**src/rtl/inst_fetch_buf.sv**
```systemverilog
// Instruction-fetch stage: issues req/gnt/rvalid fetches for the current PC and queues
// returned words with their PCs in a 2-entry buffer feeding the registered ID outputs.
module inst_fetch_buf #(
    parameter int DEPTH          = 2,
    parameter int ADDR_MASK_BITS = 3
) (
    input  logic        clk,
    input  logic        rst,
    input  logic [31:0] pc_i,
    input  logic        ce_i,
    input  logic        flush_i,
    input  logic        stall_i,
    output logic        stall_o,
    output logic        inst_req,
    output logic [31:0] inst_addr,
    input  logic        inst_gnt,
    input  logic        inst_rvalid,
    input  logic [31:0] inst_rdata,
    output logic [31:0] id_pc_o,
    output logic [31:0] id_inst_o,
    output logic        id_valid_o
);

    typedef enum logic [1:0] {
        IDLE,
        WAIT,
        DISCARD
    } state_t;

    state_t      state;
    logic [1:0]  count;
    logic        rd_ptr;
    logic        wr_ptr;
    logic [31:0] req_pc;
    logic [31:0] buf_pc   [DEPTH];
    logic [31:0] buf_inst [DEPTH];

    logic [2:0]  occupancy;
    logic        room;
    logic        grant;
    logic        push;
    logic        pop;

    // An outstanding access reserves a slot so its returning word always fits.
    assign occupancy = {1'b0, count} + {2'b00, (state != IDLE)};
    assign room      = (occupancy < 3'd2);

    assign inst_req  = ce_i & (state == IDLE) & room & ~flush_i;
    assign grant     = inst_req & inst_gnt;
    assign stall_o   = ce_i & ~grant;
    assign inst_addr = {{ADDR_MASK_BITS{1'b0}}, pc_i[31-ADDR_MASK_BITS:0]};

    assign push = (state == WAIT) & inst_rvalid & ~flush_i;
    assign pop  = ~stall_i & (count != 2'd0);

    // NOTE: buffer storage has no reset; count and the pointers decide what is live.
    always_ff @(posedge clk) begin
        if (push) begin
            buf_pc[wr_ptr]   <= req_pc;
            buf_inst[wr_ptr] <= inst_rdata;
        end
    end

    // NOTE: non-blocking assignments so every read below sees the pre-edge values.
    always_ff @(posedge clk) begin
        if (rst) begin
            state      <= IDLE;
            count      <= 2'd0;
            rd_ptr     <= 1'b0;
            wr_ptr     <= 1'b0;
            req_pc     <= 32'h0;
            id_pc_o    <= 32'h0;
            id_inst_o  <= 32'h0;
            id_valid_o <= 1'b0;
        end else begin
            unique case (state)
                IDLE: begin
                    if (grant) begin
                        state  <= WAIT;
                        req_pc <= pc_i;
                    end
                end
                WAIT: begin
                    if (inst_rvalid) begin
                        state <= IDLE;
                    end else if (flush_i) begin
                        state <= DISCARD;
                    end
                end
                DISCARD: begin
                    if (inst_rvalid) begin
                        state <= IDLE;
                    end
                end
                default: state <= IDLE;
            endcase

            if (flush_i) begin
                count      <= 2'd0;
                rd_ptr     <= 1'b0;
                wr_ptr     <= 1'b0;
                id_valid_o <= 1'b0;
            end else begin
                if (!stall_i) begin
                    id_valid_o <= (count != 2'd0);
                    if (pop) begin
                        id_pc_o   <= buf_pc[rd_ptr];
                        id_inst_o <= buf_inst[rd_ptr];
                        rd_ptr    <= ~rd_ptr;
                    end
                end
                if (push) begin
                    wr_ptr <= ~wr_ptr;
                end
                count <= count + {1'b0, push} - {1'b0, pop};
            end
        end
    end

endmodule

```
**config.mk**
```make
export PLATFORM = sky130hd
export DESIGN_NAME = inst_fetch_buf
export DESIGN_NICKNAME = d
export VERILOG_FILES = /design/src/rtl/inst_fetch_buf.sv
export SDC_FILE = /design/constraint.sdc
export NUM_CORES = 1
export LEC_CHECK = 0
export CORE_MARGIN = 1.5
export CORE_UTILIZATION = 40
export DETAILED_ROUTE_END_ITERATION = 6
export MAX_ROUTING_LAYER = met4
export PLACE_DENSITY_LB_ADDON = 0.2
export SLEW_MARGIN = 20
export SYNTH_ARGS = -nofsm -noshare
export SYNTH_HDL_FRONTEND = slang
export SYNTH_SLANG_ARGS = --single-unit
```
**constraint.sdc**
```tcl
create_clock -name clk -period 5.6 [get_ports clk]
set_input_delay 0.56 -clock clk [delete_from_list [all_inputs] [get_ports clk]]
set_output_delay 0.56 -clock clk [all_outputs]
set_load 0.02 [all_outputs]
```
* Yosys cells after proc, flatten, opt, wreduce, memory -nomap -nowiden
Memories as Yosys holds them, arrays and structs flattened. A register that Yosys moved wholly into a read port is not among the register bits.
Index checks and enable logic that the tools add are counted.
** Operators by class
- Add/sub/neg operators :: 3
- Magnitude comparators :: 1
- Equal/unequal tests :: 5
- Muxes and demuxes :: 7
- Bitwise gates (word level) :: 13
- Reductions and logical operators :: 8
** Operators by type and width (count)
- $and A1 B1 Y1 :: 8
- $mux W2 :: 4
- $pmux W2 S3 :: 1
- $reduce_and A3 Y1 :: 2
- $not A1 Y1 :: 5
- $ne A2 B2 Y1 const B :: 2
- $reduce_and A2 Y1 :: 2
- $reduce_bool A2 Y1 :: 2
- $add A2 B1 Y3 :: 1
- $lt A3 B2 Y1 const B :: 1
- $ne A3 B3 Y1 const B :: 1
- $add A2 B1 Y2 :: 1
- $eq A2 B1 Y1 const B :: 1
- $eq A2 B2 Y1 const B :: 1
- $logic_not A2 Y1 :: 1
- $mux W1 :: 2
- $reduce_or A2 Y1 :: 1
- $sub A2 B1 Y2 :: 1
** Word-level totals
- Register bits after elaboration :: 39
- RAM bits :: 128
- Input port bits :: 71
- Output and inout bits :: 99
- Logic and storage cells :: 45
- Memories kept :: 2
** Memory list
- buf_inst :: words 2, width 32, read ports 1, clocked after memory_dff 1, wr ports 1, line 36 : logic [31:0] buf_inst [DEPTH];
- buf_pc :: words 2, width 32, read ports 1, clocked after memory_dff 1, wr ports 1, line 35 : logic [31:0] buf_pc [DEPTH];

* Depth between registers and ports, before layout
- Depth in word-level cells :: 8
- Mapped depth :: 10
- Mapped depth without buffers :: 8

* Least setup slack after synthesis
Ideal clock, no wire load.
- Path kind :: input-to-reg
- Start point :: in flush_i
- End point :: mem buf_inst[0][0], enable pin
- Arrival time :: 3847 ps
- Data required time :: 5113 ps
- Setup slack :: 1266 ps
- Stages on the path :: 4
- Cells stage by stage :: buf_4 buf_4 nand4bb_1 nor2_1
** On the way
- Cells in the longest elaborated chain, start to end :: 4
** RTL lines
- from (decl) :: line 11 : input logic flush_i,
- $not A1 Y1 (no source line)
- $and A1 B1 Y1 :: line 53 : assign push = (state == WAIT) & inst_rvalid & ~flush_i;
- $mux W1 :: line 58 : if (push) begin
- $mux W1 (implied by the code) :: line 60 : buf_inst[wr_ptr] <= inst_rdata;
- to (decl) :: line 36
Every way passes these cells.

* Final worst setup path
- Start point :: in flush_i
- End point :: out stall_o
** On the way
- Cells in the longest elaborated chain, start to end :: 5
** RTL lines
- $not A1 Y1 (no source line)
- $and A1 B1 Y1 :: line 48 : assign inst_req = ce_i & (state == IDLE) & room & ~flush_i;
- $and A1 B1 Y1 :: line 49 : assign grant = inst_req & inst_gnt;
- $not A1 Y1 :: line 50 : assign stall_o = ce_i & ~grant;
- $and A1 B1 Y1 :: line 50
- to (decl) :: line 13 : output logic stall_o,
Every way passes these cells.

==> impl_metrics.tcl <==
set metrics [dict create \
    synth_top_area_share_pct 42.3 \
    boundaryPins 170 \
    drt_first_iter_violations 199 \
    fin_worst_skew_ps 8.39 \
    fmax_ghz 0.294 \
    worstMarginPinSlew_ps 957 \
    ant_nets 0 \
    n_fill_cell 1861 \
    tritoncts "built" \
    nets 888 \
    synthFlopType "edfxtp_1" \
    vias_per_cell 4.92 \
    drive_gt1_share_pct 6.48 \
    dp_slack_ps 2220 \
    r2r_slack_ps 3100 \
    ctsResizeCount 0 \
    finalCritPeriodShare_pct 60.8 \
    seqCellArea_um2 5910 \
    overflow 0 \
    yosys-top-cells-count "edfxtp_1 (128), dfxtp_1 (103), mux2i_1 (96)" \
    final_max_slew_viol_count 0 \
    final_cells 1113 \
    hold_class "reg -> reg" \
    die-area_um2 23600 \
    synth_area_um2 9080 \
    cts_root_buffer "clkbuf_16" \
    grt_max_degree 131 \
    syn_to_final_growth_pct 26.2 \
    core_area_um2 22000 \
    wirelength_um 18000 \
    grt_pass1_vias 5531 \
    postSynthCellCount 702 \
    setup_violations 0 \
    dieHeight_um 154 \
    critPathCaptureType "primary output" \
    relSlewSlack_pct 36.0 \
    ys_seq_area_share_pct 65.0 \
    syn_area_per_cell_um2 12.9 \
    critical_path_class "in -> out" \
    run_status "finished, final reports clean" \
    yosysTopAreaCell "edfxtp_1" \
    h-tree-depth 1 \
    setup_slack_ps 2200 \
    dpl.hpwl_um 10900 \
    ys_types 32 \
    clk_pin_slew_ps 60 \
    hold_buffers 0 \
    ys_warn_count 0 \
    synth_area_leaders "edfxtp_1 (42%), dfxtp_1 (23%), mux2i_1 (11%)" \
    die_x_um 154 \
    cp_max_fo 86 \
    grt_antenna_before_repair 0 \
    cap_violations 0 \
    placed_cells 1068 \
    port_buffers 166 \
    synth_edf_count 128 \
    worstPathRequired_ps 5040 \
    crit_path_start_kind "primary input" \
    async_reset_ff_share_pct 0 \
    firstDrtPassIters 4 \
    cts_buffer_depth 3 \
    postCtsSetupBuffers 0 \
    powerDensity_nw_per_um2 314 \
    timing_hold_violations_final 0 \
    wl_per_cell_um 16.2 \
    routed-via-count 5474 \
    grt_usage_pct 15.5 \
    drcViolationCount 0 \
    start_util_pct 41.2 \
    hold-worst-slack_ps 451 \
    p_leak_uw 0.00368 \
    utilization_pct 52.1 \
    rsz0062_at_grt "no" \
    ys_ff_latch 231 \
    cts_made_buffers 24 \
    clk_latency_ps 510 \
    grt_pass1_wl_um 28600 \
    crit_arrival_ps 2840 \
    setup-tns-final_ps 0 \
    vdd_drop_max_mv 0.160 \
    multi_input_area_um2 2640 \
    gp_congestion 0.751 \
    cts_sinks 231 \
    fin_crit_ps 3400 \
    rows 54 \
    synth_most_common_cell "edfxtp_1" \
    antenna_cells 0 \
]
==> flip-flops by register name, summed over array words and instances (netlist names) <==
register / flops
wr_ptr: 1
id_inst_o: 32
count: 2
req_pc: 32
id_valid_o: 1
id_pc_o: 32
buf_inst: 64
rd_ptr: 1
buf_pc: 64
state: 2
==> stage by stage <==
step	cell area, µm²	power, µW
6_report	11500	3600
3_3_place_gp	10600	2000
3_5_place_dp	10600	2010
2_1_floorplan	9090	1930
5_1_grt	11500	3720
4_1_cts	11400	3650
==> worst max-delay path: stages <==
cell and delay [ps]:
buf_4 380, buf_4 700, nor2_1 210, nand4_1 190
and2_1 150, clkdlybuf4s50_1 600
==> where the power goes <==
| part | switching (µW) | internal, µW |
|---|---|---|
| registers | 7.14 | 1800 |
| clock network | 631 | 995 |
| logic | 83.1 | 85.3 |
| total | 721 | 2880 |
==> logic make-up after synthesis <==
logic type | after synthesis | synth area share, %
AND/OR/NAND/NOR | 147 | 10.1
other | 1 | 0.0413
flip-flops | 231 | 65.0
adder cells (fa/ha/maj) | 2 | 0.276
buffers and inverters | 90 | 6.31
XOR/XNOR | 3 | 0.289
multiplexers | 97 | 10.7
AO/OA/AOI/OAI | 131 | 7.27
==> metal layers <==
metal / share of wire [%] / track usage (%) / vias to the layer above
li1: - / - / 2732
met1: 46 / 19.9 / 2561
met2: 47 / 25.3 / 151
met3: 4.8 / 2.93 / 30
met4: 2.3 / 4.16 / 0
met5: 0 / - / -
==> cell type report <==
| type | count | area share, % |
|---|---|---|
| sequential | 231 | 51.5 |
| inverter | 3 | 0.0982 |
| timing repair buffer | 172 | 15.1 |
| multi-input combinational | 383 | 23.0 |
| tap | 280 | 3.06 |
| clock buffer | 26 | 5.49 |
| clock inverter | 18 | 1.70 |
==> final timing paths <==
kind	cells after the start	endpoint	startpoint
worst min register to register	0	buf_pc[0][23]	req_pc[23]
worst min-delay path	0	buf_pc[0][23]	req_pc[23]
worst max register to register	3	buf_inst[1][5]	state[0]
worst max-delay path	6	stall_o	flush_i
==> cells in the final DEF (no fill, tap or decap), types with 2 or more instances in the layout <==
cell / instances
dfxtp_1: 102
buf_12: 2
nor2_1: 3
xor2_1: 2
nand2_1: 3
mux2i_1: 96
bufinv_16: 4
nor2_4: 2
clkinv_1: 4
conb_1: 3
clkdlybuf4s50_1: 164
ha_1: 2
clkbuf_16: 25
inv_1: 3
o21ai_1: 46
clkinvlp_4: 4
buf_4: 5
or3_1: 64
nor3_1: 3
nand2b_1: 64
edfxtp_1: 128
a21oi_1: 65
clkinv_2: 6
o21ai_0: 18
No activity file was read; power rests on OpenSTA's default activity.
